`src/rtl/ms11_burst_feeder.sv`:
```
// Burst-summing producer for the TestMasterSlave11 consumer: sums BURST_LEN samples
// into a frame and publishes it. Optional clamping arithmetic via `MS11_FEEDER_SAT_EN.
module ms11_burst_feeder #(
  parameter int BURST_LEN   = 4,
  parameter int SYNC_CYCLES = 1
) (
  input  logic               clk,
  input  logic               rst,
  input  logic signed [31:0] m_in,
  input  logic               m_in_valid,
  output logic               m_in_ready,
  output logic signed [31:0] s_out,
  output logic               s_out_sync,
  output logic               shared_out,
  output logic               sat_flag
);

  localparam int CW = $clog2(BURST_LEN + 1);
  localparam int SW = $clog2(SYNC_CYCLES + 1);
  localparam logic [CW-1:0] LAST_CNT  = CW'(BURST_LEN - 1);
  localparam logic [SW-1:0] SYNC_LAST = SW'(SYNC_CYCLES);

  typedef enum logic [0:0] {
    SEC_ACCUM = 1'b0,
    SEC_EMIT  = 1'b1
  } state_t;

  state_t        r_state;
  logic [31:0]   r_acc;
  logic [CW-1:0] r_cnt;
  logic [SW-1:0] r_sync_cnt;
  logic [31:0]   r_s_out;
  logic          r_sync;
  logic          r_shared;
  logic          r_ready;

  state_t        w_state_nxt;
  logic [31:0]   w_acc_nxt;
  logic [CW-1:0] w_cnt_nxt;
  logic [SW-1:0] w_sync_cnt_nxt;
  logic [31:0]   w_s_out_nxt;
  logic          w_sync_nxt;
  logic          w_shared_nxt;
  logic [31:0]   w_sum;
  logic          w_xfer;
  logic          w_last;
  logic          w_emit_done;

`ifdef MS11_FEEDER_SAT_EN
  logic w_clamp;
  logic r_sat;
  logic w_sat_nxt;

  // Two's complement add clamped to the signed 32-bit range; bit 32 flags a clamp.
  function automatic logic [32:0] add_sat(input logic [31:0] a, input logic [31:0] b);
    logic [31:0] s;
    logic        ovf;
    s   = a + b;
    ovf = (a[31] == b[31]) && (s[31] != a[31]);
    if (ovf) begin
      s = a[31] ? 32'h8000_0000 : 32'h7FFF_FFFF;
    end else begin
      s = s;
    end
    return {ovf, s};
  endfunction

  assign {w_clamp, w_sum} = add_sat(r_acc, m_in);
`else
  function automatic logic [31:0] add_wrap(input logic [31:0] a, input logic [31:0] b);
    return a + b;
  endfunction

  assign w_sum = add_wrap(r_acc, m_in);
`endif

  assign w_xfer      = m_in_valid && r_ready;
  assign w_last      = (r_cnt == LAST_CNT);
  assign w_emit_done = (r_sync_cnt == SYNC_LAST);

  // Next-state and next-output decode for the accumulate/emit sequencer.
  always_comb begin
    w_state_nxt    = r_state;
    w_acc_nxt      = r_acc;
    w_cnt_nxt      = r_cnt;
    w_sync_cnt_nxt = r_sync_cnt;
    w_s_out_nxt    = r_s_out;
    w_sync_nxt     = r_sync;
    w_shared_nxt   = r_shared;
    case (r_state)
      SEC_ACCUM: begin
        if (w_xfer && w_last) begin
          w_s_out_nxt    = w_sum;
          w_sync_nxt     = 1'b1;
          w_sync_cnt_nxt = SW'(1);
          w_cnt_nxt      = {CW{1'b0}};
          w_acc_nxt      = 32'h0000_0000;
          w_state_nxt    = SEC_EMIT;
        end else if (w_xfer) begin
          w_acc_nxt = w_sum;
          w_cnt_nxt = r_cnt + CW'(1);
        end else begin
          w_acc_nxt = r_acc;
        end
      end
      SEC_EMIT: begin
        if (w_emit_done) begin
          w_sync_nxt   = 1'b0;
          w_shared_nxt = ~r_shared;
          w_state_nxt  = SEC_ACCUM;
        end else begin
          w_sync_cnt_nxt = r_sync_cnt + SW'(1);
          w_sync_nxt     = 1'b1;
        end
      end
      default: begin
        w_state_nxt    = SEC_ACCUM;
        w_acc_nxt      = 32'h0000_0000;
        w_cnt_nxt      = {CW{1'b0}};
        w_sync_cnt_nxt = {SW{1'b0}};
        w_sync_nxt     = 1'b0;
      end
    endcase
  end

  // Sequencer state, accumulator and registered outputs.
  always_ff @(posedge clk or negedge rst) begin
    if (!rst) begin
      r_state    <= SEC_ACCUM;
      r_acc      <= 32'h0000_0000;
      r_cnt      <= {CW{1'b0}};
      r_sync_cnt <= {SW{1'b0}};
      r_s_out    <= 32'h0000_0000;
      r_sync     <= 1'b0;
      r_shared   <= 1'b0;
      r_ready    <= 1'b1;
    end else begin
      r_state    <= w_state_nxt;
      r_acc      <= w_acc_nxt;
      r_cnt      <= w_cnt_nxt;
      r_sync_cnt <= w_sync_cnt_nxt;
      r_s_out    <= w_s_out_nxt;
      r_sync     <= w_sync_nxt;
      r_shared   <= w_shared_nxt;
      // ready tracks the state register exactly, so it never depends on m_in_valid
      r_ready    <= (w_state_nxt == SEC_ACCUM);
    end
  end

`ifdef MS11_FEEDER_SAT_EN
  // Saturation indicator: sticky within a frame, dropped when the frame retires.
  always_comb begin
    w_sat_nxt = r_sat;
    case (r_state)
      SEC_ACCUM: begin
        if (w_xfer && w_clamp) begin
          w_sat_nxt = 1'b1;
        end else begin
          w_sat_nxt = r_sat;
        end
      end
      SEC_EMIT: begin
        if (w_emit_done) begin
          w_sat_nxt = 1'b0;
        end else begin
          w_sat_nxt = r_sat;
        end
      end
      default: w_sat_nxt = 1'b0;
    endcase
  end

  // Saturation flag register.
  always_ff @(posedge clk or negedge rst) begin
    if (!rst) begin
      r_sat <= 1'b0;
    end else begin
      r_sat <= w_sat_nxt;
    end
  end

  assign sat_flag = r_sat;
`else
  assign sat_flag = 1'b0;
`endif

  assign m_in_ready = r_ready;
  assign s_out      = r_s_out;
  assign s_out_sync = r_sync;
  assign shared_out = r_shared;

endmodule

```
`config.mk`:
```
export PLATFORM = sky130hd
export DESIGN_NAME = ms11_burst_feeder
export DESIGN_NICKNAME = d
export VERILOG_FILES = /design/src/rtl/ms11_burst_feeder.sv
export SDC_FILE = /design/constraint.sdc
export NUM_CORES = 1
export LEC_CHECK = 0
export ABC_CLOCK_PERIOD_IN_PS = 7940
export CORE_MARGIN = 5
export CORE_UTILIZATION = 59
export CTS_CLUSTER_DIAMETER = 60
export CTS_CLUSTER_SIZE = 8
export DETAILED_ROUTE_END_ITERATION = 10
export PLACE_DENSITY = 0.95
export SLEW_MARGIN = 20
export SYNTH_ARGS = -nofsm -noshare
export SYNTH_HDL_FRONTEND = slang
export SYNTH_SLANG_ARGS = --single-unit
```
`constraint.sdc`:
```
create_clock -name clk -period 7.94 [get_ports clk]
set_clock_uncertainty 0.05 [all_clocks]
set_input_delay 0.794 -clock clk [delete_from_list [all_inputs] [get_ports clk]]
set_output_delay 0.794 -clock clk [all_outputs]
set_load 0.02 [all_outputs]
```
==> impl_results.md, run 1 <==
- Maximum clock rate: between 200 and 300 MHz
- Overall die height: 96.9 um
- First-pass GRT wire length: 19700 um
- Grt ovf: 0
- Top delay family on crit path: compound AO/OA/AOI/OAI gates
- Final Cell Area: approximately 5500 sq um
- Syn avg cell area: about 9.4 sq um
- Critical path depth in cells: 11
- Fill count: around 500
- Endpoint class of the critical path: flop
- Crit-path cells: clkdlybuf4s50_1 > ha_1 > fa_1 > a21oi_1 > o22ai_1 > a31o_2 > a2bb2oi_2 > a21o_1 > mux2i_1 > a2111oi_2 > o21ai_1
- Layout cell share with drive strength beyond 1: 0.0941
- Pwr per Cell Area: 461 nW/um^2
- Fin crit share: 0.428
- Leakage: 2.48 nW
- Final HPWL DP: slightly above 8000 um
- CP startpoint kind: primary input
- CP max-delay cell: fa_1
- Starting Density: 0.611
- Status: completed
- Clock Pin Slew Worst Setup and Hold Paths: 80 ps
- Skew-Pair Late Insertion Delay: between 300 and 400 ps
- Vias per cell: between 6 and 7
- Top FF cell, synth: dfrtp_1
- Vias in the first global route: 4074
- Htree depth: 3
- Number of setup violations in the final report: 0
- Final Max Tran Viols: 0
- Core box area: between 7000 and 8000 sq um
- DR pass1 iterations: 10
- CTS tree: done
- Die W: between 90 and 100 um
- Yosys reg bits: 72
- Detail Route Antenna Nets: 0
- Worst Tran Pin Value: roughly 890 ps
- Synthesized instance count: 474
- Post-DP Area: about 5200 sq um
- Synth warn: 0
- # hold bufs at CTS: 0
- Worst vdd ir: ~0.24 mV
- Num CTS Buffers: 9
- Worst hold path class: flop to flop
- Pin count of the biggest net entering global routing: 73
- CP Buf/Inv Count: 1
- Drt total wl: about 12000 um
- Kind of critical path: primary input to flop
- Fin util: 0.749
- CP required: roughly 8100 ps
- Sink Count: roughly 70
- Site Rows: 31
- Register area share after synthesis: 0.405
- Root buffer cell: clkbuf_8
- Layout Cells excl Fill: around 640
- Post-synth EDFFs: 0
- Max clock buf depth: 2
- Post-Syn Area: around 4500 sq um
- Antenna violations before repair: 0
- Drt wl/cell: approximately 18 um
- Post-CTS sizing: 0
- Final Critical Period: 3390 ps
- Final nets: slightly above 600
- IO buf count: 69
- Slew margin rel.: 0.404
- RePlAce Congestion: roughly 0.93
- Worst Path Arrival: between 3000 and 4000 ps
- DRC: 0
- Final hold vios: 0
- Post-synth net total: between 500 and 600
- CP max FO: 4
- Share of flip-flops with an asynchronous set or reset: 1.00
- Starting DRT DRC Count: 350
- Slowest cell delay on critical path: around 410 ps
- Total track usage: 0.253
- Synth unique cells: 65
- Max_cap viols: 0
- Inst Count DP: about 630
- RSZ-0062 raised after global routing: no
- IO Count: slightly above 70
- Die area: roughly 9400 sq um
- Setup TNS: 0 ps
- Area Overhead vs Synth: 22.6%
- R2R depth: 10
- Post-CTS setup buffer count: 0
- Vias: 4044
- Ant. Diodes: 0
- Hold depth: 1
layout by cell type (no fill, tap or decap), drive strengths merged, types with 11 or more instances in the layout:
cell type	count
a22o	23
clkdlybuf4s50	68
nand2	84
a21o	15
mux2	11
nand3	11
dfrtp	71
o21ai	35
ha	32
xnor2	17
a21oi	39
nor2	19
state kept, by name (all words and copies together), names as in the netlist:
name,count
r_acc,32
r_sync_cnt,1
r_state,1
s_out_sync,1
m_in_ready,1
s_out,32
r_cnt,3
shared_out,1
worst paths after layout:
path | to | start | slack (ps)
max reg2reg | s_out[30] | r_acc[0] | 5000
max | s_out[30] | m_in[0] | 4550
min reg2reg | shared_out | shared_out | 420
min | shared_out | shared_out | 420
max in group asynchronous | s_out[25] | rst | 6660
min in group asynchronous | s_out[11] | rst | 590
per-stage QoR:
step	hold slack [ps]	worst slack (ps)	total power, mW
after floorplan	404	4950	1.68
after CTS	427	4570	2.49
after global routing	456	4430	2.68
final	424	4550	2.52
after detailed placement	416	4260	2.10
after global placement	407	4340	2.03
Yosys cell counts (all sizes together), types with 2 or more instances:
cell type | n | area (sq um)
a211oi | 3 | 27.5
a21boi | 2 | 15.0
a21o | 15 | 113
a21oi | 39 | 210
a22o | 23 | 201
a22oi | 2 | 15.0
a41oi | 3 | 33.8
and2 | 2 | 12.5
and3 | 4 | 25.0
buf | 7 | 36.3
clkbuf | 13 | 48.8
dfrtp | 71 | 1780
ha | 32 | 400
inv | 9 | 33.8
mux2 | 11 | 124
mux2i | 2 | 20.0
nand2 | 84 | 315
nand2b | 3 | 18.8
nand3 | 11 | 55.1
nand4 | 8 | 50.1
nand4b | 2 | 17.5
nor2 | 19 | 71.3
nor2b | 5 | 31.3
nor3 | 5 | 25.0
o211ai | 3 | 27.5
o21a | 2 | 15.0
o21ai | 35 | 183
o21bai | 4 | 33.8
o22ai | 2 | 12.5
or3 | 2 | 12.5
xnor2 | 17 | 149
xor2 | 10 | 87.6
cells by family after synthesis:
family	Yosys count	synth area share
buf+inv	29	0.0267
compound gates	150	0.239
fa+ha+maj	33	0.0944
flops	72	0.405
xor+xnor	27	0.0531
other cells	1	0.000842
simple gates	149	0.149
mux	13	0.0323
per-layer routing:
metal / vias up / global-route usage / share of wire
met4: 0 / 0.102 / 0.032
li1: 1847 / - / -
met5: - / 0 / 0
met2: 216 / 0.419 / 0.49
met1: 1936 / 0.325 / 0.42
met3: 45 / 0.0518 / 0.063
power breakdown:
part | switching, mW | internal [mW]
Sequential | 0.108 | 0.542
Clock | 0.147 | 0.219
Combinational | 0.855 | 0.645
area by class of cell:
class,instances,area (sq um),area share
Multi-Input combinational cell,373,2540,0.465
Sequential cell,72,1800,0.330
Timing Repair Buffer,72,708,0.130
Clock buffer,10,138,0.0252
Tap cell,99,124,0.0227
Clock inverter,6,115,0.0211
Inverter,9,33.8,0.00618
No activity file was read; power rests on OpenSTA's default activity.
==> run 2, diff against run 1 <==
--- a/config.mk
+++ b/config.mk
@@ -5,13 +5,13 @@
 export SDC_FILE = /design/constraint.sdc
 export NUM_CORES = 1
 export LEC_CHECK = 0
-export ABC_CLOCK_PERIOD_IN_PS = 7940
+export ABC_CLOCK_PERIOD_IN_PS = 3560
 export CORE_MARGIN = 5
-export CORE_UTILIZATION = 59
+export CORE_UTILIZATION = 54
 export CTS_CLUSTER_DIAMETER = 60
 export CTS_CLUSTER_SIZE = 8
 export DETAILED_ROUTE_END_ITERATION = 10
-export PLACE_DENSITY = 0.95
+export PLACE_DENSITY = 0.91
 export SLEW_MARGIN = 20
 export SYNTH_ARGS = -nofsm -noshare
 export SYNTH_HDL_FRONTEND = slang
==> constraint.sdc (replaced) <==
create_clock -name clk -period 3.56 [get_ports clk]
set_clock_uncertainty 0.05 [all_clocks]
set_input_delay 0.356 -clock clk [delete_from_list [all_inputs] [get_ports clk]]
set_output_delay 0.356 -clock clk [all_outputs]
set_load 0.02 [all_outputs]
==> run 2 against run 1 <==
Against the previous run: power rose by 120%; via count is 2.6% lower; global-route usage shrank 1.7 points; first-iteration DRC count down 33%; worst hold slack better by 5.8 ps; register-to-register slack got worse by 4400 ps; non-clock buffer count is 5 higher; sequential power increased by 120%; combinational power increased by 120%; largest cell class unchanged; final area is 0.55% higher; highest routed layer unchanged.
==> impl_results.md, run 2 (same netlist as run 1, synthesis figures left out) <==
- Layout cell share with drive strength beyond 1: 0.0951 (was 0.0941)
- Commonest non-fill, non-tap cell in the layout: nand2_1 (unchanged)
- CP max-delay cell: fa_1 (unchanged)
- Skew-Pair Late Insertion Delay: 370 ps (was 360 ps)
- Worst Tran Pin Value: 695 ps (was 894 ps)
- Max_cap viols: 0 (unchanged)
- Die area: 10200 sq um (was 9390 sq um)
- R2R depth: 10 (unchanged)
- Final nets: 610 (was 605)
- CP startpoint kind: primary input (unchanged)
- Setup TNS: 0 ps (unchanged)
- Vias in the first global route: 3994 (was 4074)
- Vias: 3940 (was 4044)
- Detail Route Antenna Nets: 0 (unchanged)
- Final Critical Period: slightly below 3000 ps
- Ant. Diodes: 0 (unchanged)
- Fin crit share: 0.834
- Slew margin rel.: 0.537 (was 0.404)
- Status: completed (unchanged)
- Max clock buf depth: 2 (unchanged)
- Number of setup violations in the final report: 0 (unchanged)
- Flop-to-flop setup slack: 620 ps (was 5000 ps)
- IO Count: 71 (unchanged)
- Worst hold path class: flop to flop (unchanged)
- Crit-path cells: clkdlybuf4s50_1 > ha_1 > fa_1 > a21oi_1 > o22ai_1 > a31o_2 > a2bb2oi_2 > a21o_1 > mux2i_1 > a2111oi_2 > o21ai_1 (unchanged)
- RePlAce Congestion: 0.935 (was 0.925)
- Area Overhead vs Synth: 23.3% (was 22.6%)
- CP max FO: 4 (unchanged)
- Antenna violations before repair: 0 (unchanged)
- Inst Count DP: 635 (was 625)
- Total track usage: 0.236 (was 0.253)
- Vias per cell: 6.04 (was 6.31)
- Overall power: 5.55 mW (was 2.52 mW)
- Kind of critical path: primary input to flop (unchanged)
- Pwr per Cell Area: 1010 nW/um^2 (was 461 nW/um^2)
- Final hold vios: 0 (unchanged)
- Die W: 101 um (was 96.9 um)
- DR pass1 iterations: 5 (was 10)
- Overall die height: 101 um (was 96.9 um)
- Most frequent cells in the layout: nand2_1, dfrtp_1, clkdlybuf4s50_1, a21oi_1, ha_1 (unchanged)
- Maximum clock rate: around 340 MHz
- Root buffer cell: clkbuf_8 (unchanged)
- Clock Pin Slew Worst Setup and Hold Paths: 80 ps (about the same)
- First-pass GRT wire length: 19300 um (was 19700 um)
- Sink Count: 72 (unchanged)
- Starting DRT DRC Count: 236 (was 350)
- Grt ovf: 0 (unchanged)
- Drt total wl: 11300 um (was 11900 um)
- Endpoint class of the critical path: flop (unchanged)
- Pin count of the biggest net entering global routing: 45 (was 73)
- DRC: 0 (unchanged)
- Slowest cell delay on critical path: 410 ps (about the same)
- Final HPWL DP: 8290 um (was 8200 um)
- Final Max Tran Viols: 0 (unchanged)
- Site Rows: 33 (was 31)
- Hold depth: 2 (was 1)
- Leakage: 2.49 nW (was 2.48 nW)
- IO buf count: 69 (unchanged)
- Num CTS Buffers: 9 (unchanged)
- CTS tree: done (unchanged)
- Worst Path Arrival: 3140 ps (was 3570 ps)
- Drt wl/cell: 17.4 um (was 18.5 um)
- RSZ-0062 raised after global routing: no (unchanged)
- Core box area: 8130 sq um (was 7290 sq um)
- Htree depth: 3 (unchanged)
- Starting Density: 0.548 (was 0.611)
- Fill count: 614 (was 497)
- Pre-CTS WS: 239 ps (was 4260 ps)
- CP required: 3730 ps (was 8110 ps)
- Setup WS post-layout: 592 ps (was 4550 ps)
- Worst vdd ir: 0.446 mV (was 0.244 mV)
- Layout Cells excl Fill: 652 (was 641)
[run 2: where the power goes]
group          total (mW)  switching (mW)  internal [mW]
Combinational        3.32            1.87           1.45
Sequential           1.44           0.230           1.21
Clock               0.796           0.329          0.467
[run 2: what timing repair did]
item,in CTS,in global routing
hold buffers,0,1
hold endpoints to repair,0,39
resized for setup,0,0
endpoints found under the setup margin,0,0
setup buffers,0,0
[run 2: area by class of cell]
cell class | instances | area [sq um] | area share
tap | 105 | 131 | 0.0239
sequential | 72 | 1800 | 0.328
clock buffer | 11 | 131 | 0.0239
multi-input combinational | 373 | 2540 | 0.462
timing repair buffer | 77 | 751 | 0.137
inverter | 9 | 33.8 | 0.00615
clock inverter | 5 | 106 | 0.0194
[run 2: worst paths after layout]
| path | start | to |
|---|---|---|
| max | m_in[0] | r_acc[30] |
| min | s_out[20] | s_out[20] |
| max reg2reg | r_acc[0] | r_acc[30] |
| min reg2reg | s_out[20] | s_out[20] |
| max in group asynchronous | rst | s_out[10] |
| min in group asynchronous | rst | r_acc[17] |
[run 2: per-stage QoR]
step / hold WS, ps / instance area (sq um) / util
after floorplan: 10.4 / 4460 / -
after global placement: 408 / 5240 / 0.645
after detailed placement: 411 / 5240 / 0.645
after CTS: 127 / 5480 / 0.674
after global routing: 457 / 5490 / 0.675
final: 430 / 5490 / 0.675
[run 2: critical path, delay by kind of cell]
family          cells  cell delay, ps
compound gates      7            1610
fa+ha+maj           2             640
buf+inv             1             400
mux                 1             130
[run 2: per-layer routing]
layer  routed length (um)  track usage  up-vias
met1                 4990        0.316     1892
met5                    0            0        -
li1                     -            -     1854
met2                 5330        0.376      163
met3                  723       0.0471       31
met4                  280       0.0964        0
==> run 3, diff against run 2 <==
--- a/config.mk
+++ b/config.mk
@@ -5,13 +5,13 @@
 export SDC_FILE = /design/constraint.sdc
 export NUM_CORES = 1
 export LEC_CHECK = 0
-export ABC_CLOCK_PERIOD_IN_PS = 3560
+export ABC_CLOCK_PERIOD_IN_PS = 2400
 export CORE_MARGIN = 5
-export CORE_UTILIZATION = 54
+export CORE_UTILIZATION = 49
 export CTS_CLUSTER_DIAMETER = 60
 export CTS_CLUSTER_SIZE = 8
 export DETAILED_ROUTE_END_ITERATION = 10
-export PLACE_DENSITY = 0.91
+export PLACE_DENSITY = 0.88
 export SLEW_MARGIN = 20
 export SYNTH_ARGS = -nofsm -noshare
 export SYNTH_HDL_FRONTEND = slang
==> constraint.sdc (replaced) <==
create_clock -name clk -period 2.4 [get_ports clk]
set_clock_uncertainty 0.05 [all_clocks]
set_input_delay 0.24 -clock clk [delete_from_list [all_inputs] [get_ports clk]]
set_output_delay 0.24 -clock clk [all_outputs]
set_load 0.02 [all_outputs]
==> run 3 against run 2 <==
Against the previous run: the flow now finishes with violations (negative setup slack); worst setup slack worse by 850 ps; critical path type is now flop to flop; sequential share of layout area is 5.2 points lower; clock power up 26%; critical endpoint is now s_out[16].
==> impl_results.md, run 3 (same netlist as run 1, synthesis figures left out) <==
- Drt wl/cell: 20.9 um (was 17.4 um)
- Final Cell Area: 6530 sq um (was 5490 sq um)
- Fin util: 0.742 (was 0.675)
- Sink Count: 72 (unchanged)
- Total track usage: 0.245 (was 0.236)
- Endpoint class of the critical path: flop (unchanged)
- Vias in the first global route: 4584 (was 3994)
- Ant. Diodes: 0 (unchanged)
- IO buf count: 69 (unchanged)
- CP Buf/Inv Count: 1 (unchanged)
- Antenna violations before repair: 0 (unchanged)
- Overall power: 10.2 mW (was 5.55 mW)
- Detail Route Antenna Nets: 0 (unchanged)
- Commonest non-fill, non-tap cell in the layout: buf_4 (was nand2_1)
- Internal: 5.57 mW (was 3.12 mW)
- Seq pwr share: 0.216 (was 0.259)
- Slowest cell delay on critical path: 390 ps (was 410 ps)
- Clock Pin Slew Worst Setup and Hold Paths: 80 ps (about the same)
- Clock power share: 0.098 (was 0.143)
- Core box area: 8810 sq um (was 8130 sq um)
- Final nets: 696 (was 610)
- Area Overhead vs Synth: 46.6% (was 23.3%)
- CP startpoint kind: flop (was primary input)
- CP max FO: 3 (was 4)
- Drt total wl: 15500 um (was 11300 um)
- Root buffer cell: clkbuf_8 (unchanged)
- DR pass1 iterations: 7 (was 5)
- Htree depth: 3 (unchanged)
- Slew margin rel.: 0.470 (was 0.537)
- RSZ-0062 raised after global routing: yes (was no)
- Starting DRT DRC Count: 420 (was 236)
- Pin count of the biggest net entering global routing: 39 (was 45)
- Psw: 4.61 mW (was 2.43 mW)
- Site Rows: 34 (was 33)
- Worst hold path class: primary input to async pin (was flop to flop)
- Flop-to-flop setup slack: -260 ps (was 620 ps)
- Top delay family on crit path: compound AO/OA/AOI/OAI gates (unchanged)
- Kind of critical path: flop to flop (was primary input to flop)
- Vias per cell: 6.25 (was 6.04)
- Starting Density: 0.506 (was 0.548)
- Final Critical Period: approximately 2700 ps
- Max_cap viols: 0 (unchanged)
- Inst Count DP: 717 (was 635)
- DRC: 0 (unchanged)
- Failing checks: negative setup slack
- First-pass GRT wire length: 22200 um (was 19300 um)
- Leakage: 2.96 nW (was 2.49 nW)
- IO Count: 71 (unchanged)
- Vias: 4632 (was 3940)
- Most frequent cells in the layout: buf_4, nand2_1, dfrtp_1, clkdlybuf4s50_1, a21oi_1 (was nand2_1, dfrtp_1, clkdlybuf4s50_1, a21oi_1, ha_1)
- Num CTS Buffers: 9 (unchanged)
- Setup TNS: -3490 ps (was 0 ps)
- Skew-Pair Late Insertion Delay: 370 ps (about the same)
- Max clock buf depth: 2 (unchanged)
- Die W: 105 um (was 101 um)
- Worst Tran Pin Value: 795 ps (was 695 ps)
- CP required: 2600 ps (was 3730 ps)
- Overall die height: 105 um (was 101 um)
- Final Max Tran Viols: 0 (unchanged)
- Layout cell share with drive strength beyond 1: 0.291 (was 0.0951)
- Status: complete, but fails checks (was completed)
- Layout Cells excl Fill: 741 (was 652)
- Pwr per Cell Area: 1560 nW/um^2 (was 1010 nW/um^2)
- RePlAce Congestion: 0.924 (was 0.935)
- Post-DP Area: 5870 sq um (was 5240 sq um)
- Grt ovf: 0 (unchanged)
- Sw frac: 0.453 (was 0.438)
- Fin crit share: 1.11
- Worst vdd ir: 0.847 mV (was 0.446 mV)
- Die area: 11100 sq um (was 10200 sq um)
- Number of setup violations in the final report: 31 (was 0)
- CP max-delay cell: dfrtp_1 (was fa_1)
- CTS tree: done (unchanged)
- Final HPWL DP: 9690 um (was 8290 um)
- Maximum clock rate: roughly 380 MHz
- Combinational share of power: 0.685 (was 0.597)
- Crit-path cells: ha_2 > fa_2 > a21oi_2 > o22ai_2 > a31o_2 > a2bb2oi_4 > buf_4 > nand3_4 > nand2_1 > xor2_1 > mux2_2 (was clkdlybuf4s50_1 > ha_1 > fa_1 > a21oi_1 > o22ai_1 > a31o_2 > a2bb2oi_2 > a21o_1 > mux2i_1 > a2111oi_2 > o21ai_1)
- Setup WS post-layout: -259 ps (was 592 ps)
- Final hold vios: 0 (unchanged)
- Worst Path Arrival: 2860 ps (was 3140 ps)
-- run 3: cell count changes in the layout (fill, tap and decap cells not counted), moves of 5 or more --
cell     change
ha_4         +7
buf_4       +83
a21oi_4      +5
a21oi_2      +6
a21oi_1     -11
ha_1        -11
-- run 3: repair_timing --
item / in CTS / in global routing
resized for setup: 18 / 50
hold buffers: 1 / 0
pin swaps: 14 / 22
endpoints found under the setup margin: 32 / 36
setup buffers: 4 / 3
endpoints found under the hold margin: 12 / 0
-- run 3: path summary, 6_finish.rpt --
check,endpoint,cells after the start,startpoint
max reg2reg,s_out[16],11,r_acc[0]
max,s_out[16],11,r_acc[0]
min in group clk,s_out[20],2,s_out[20]
min reg2reg,s_out[20],2,s_out[20]
min,s_out[25],2,rst
max in group asynchronous,s_out[20],3,rst
-- run 3: power by group through the flow --
stage | Clock (mW) | Combinational [mW] | Sequential (mW)
final | 1.00 | 6.97 | 2.20
after global routing | 1.06 | 7.36 | 2.26
after CTS | 0.993 | 6.03 | 2.16
after detailed placement | 0 | 5.76 | 2.16
after global placement | 0 | 5.50 | 2.13
after floorplan | 0 | 3.16 | 2.41
-- run 3: per-layer routing --
metal	up-vias	wire length [um]	track usage	part of all wire
li1	2024	-	-	-
met1	2227	5890	0.297	0.38
met2	299	7630	0.421	0.49
met3	82	1260	0.0489	0.082
met4	0	684	0.109	0.044
met5	-	0	0	0
-- run 3: stage by stage --
step                      hold slack, ps  setup WS, ps
after floorplan                     -106         -18.2
after global placement               111          -400
after detailed placement             114          -486
after CTS                            256          -182
after global routing                 259          -327
final                                245          -259
-- run 3: layout make-up --
cell class / instances / area [sq um]
tap: 108 / 135
timing repair buffer: 163 / 1410
sequential: 72 / 1800
clock buffer: 10 / 128
inverter: 9 / 33.8
clock inverter: 6 / 67.6
multi-input combinational: 373 / 2950
fill: 520 / 2270
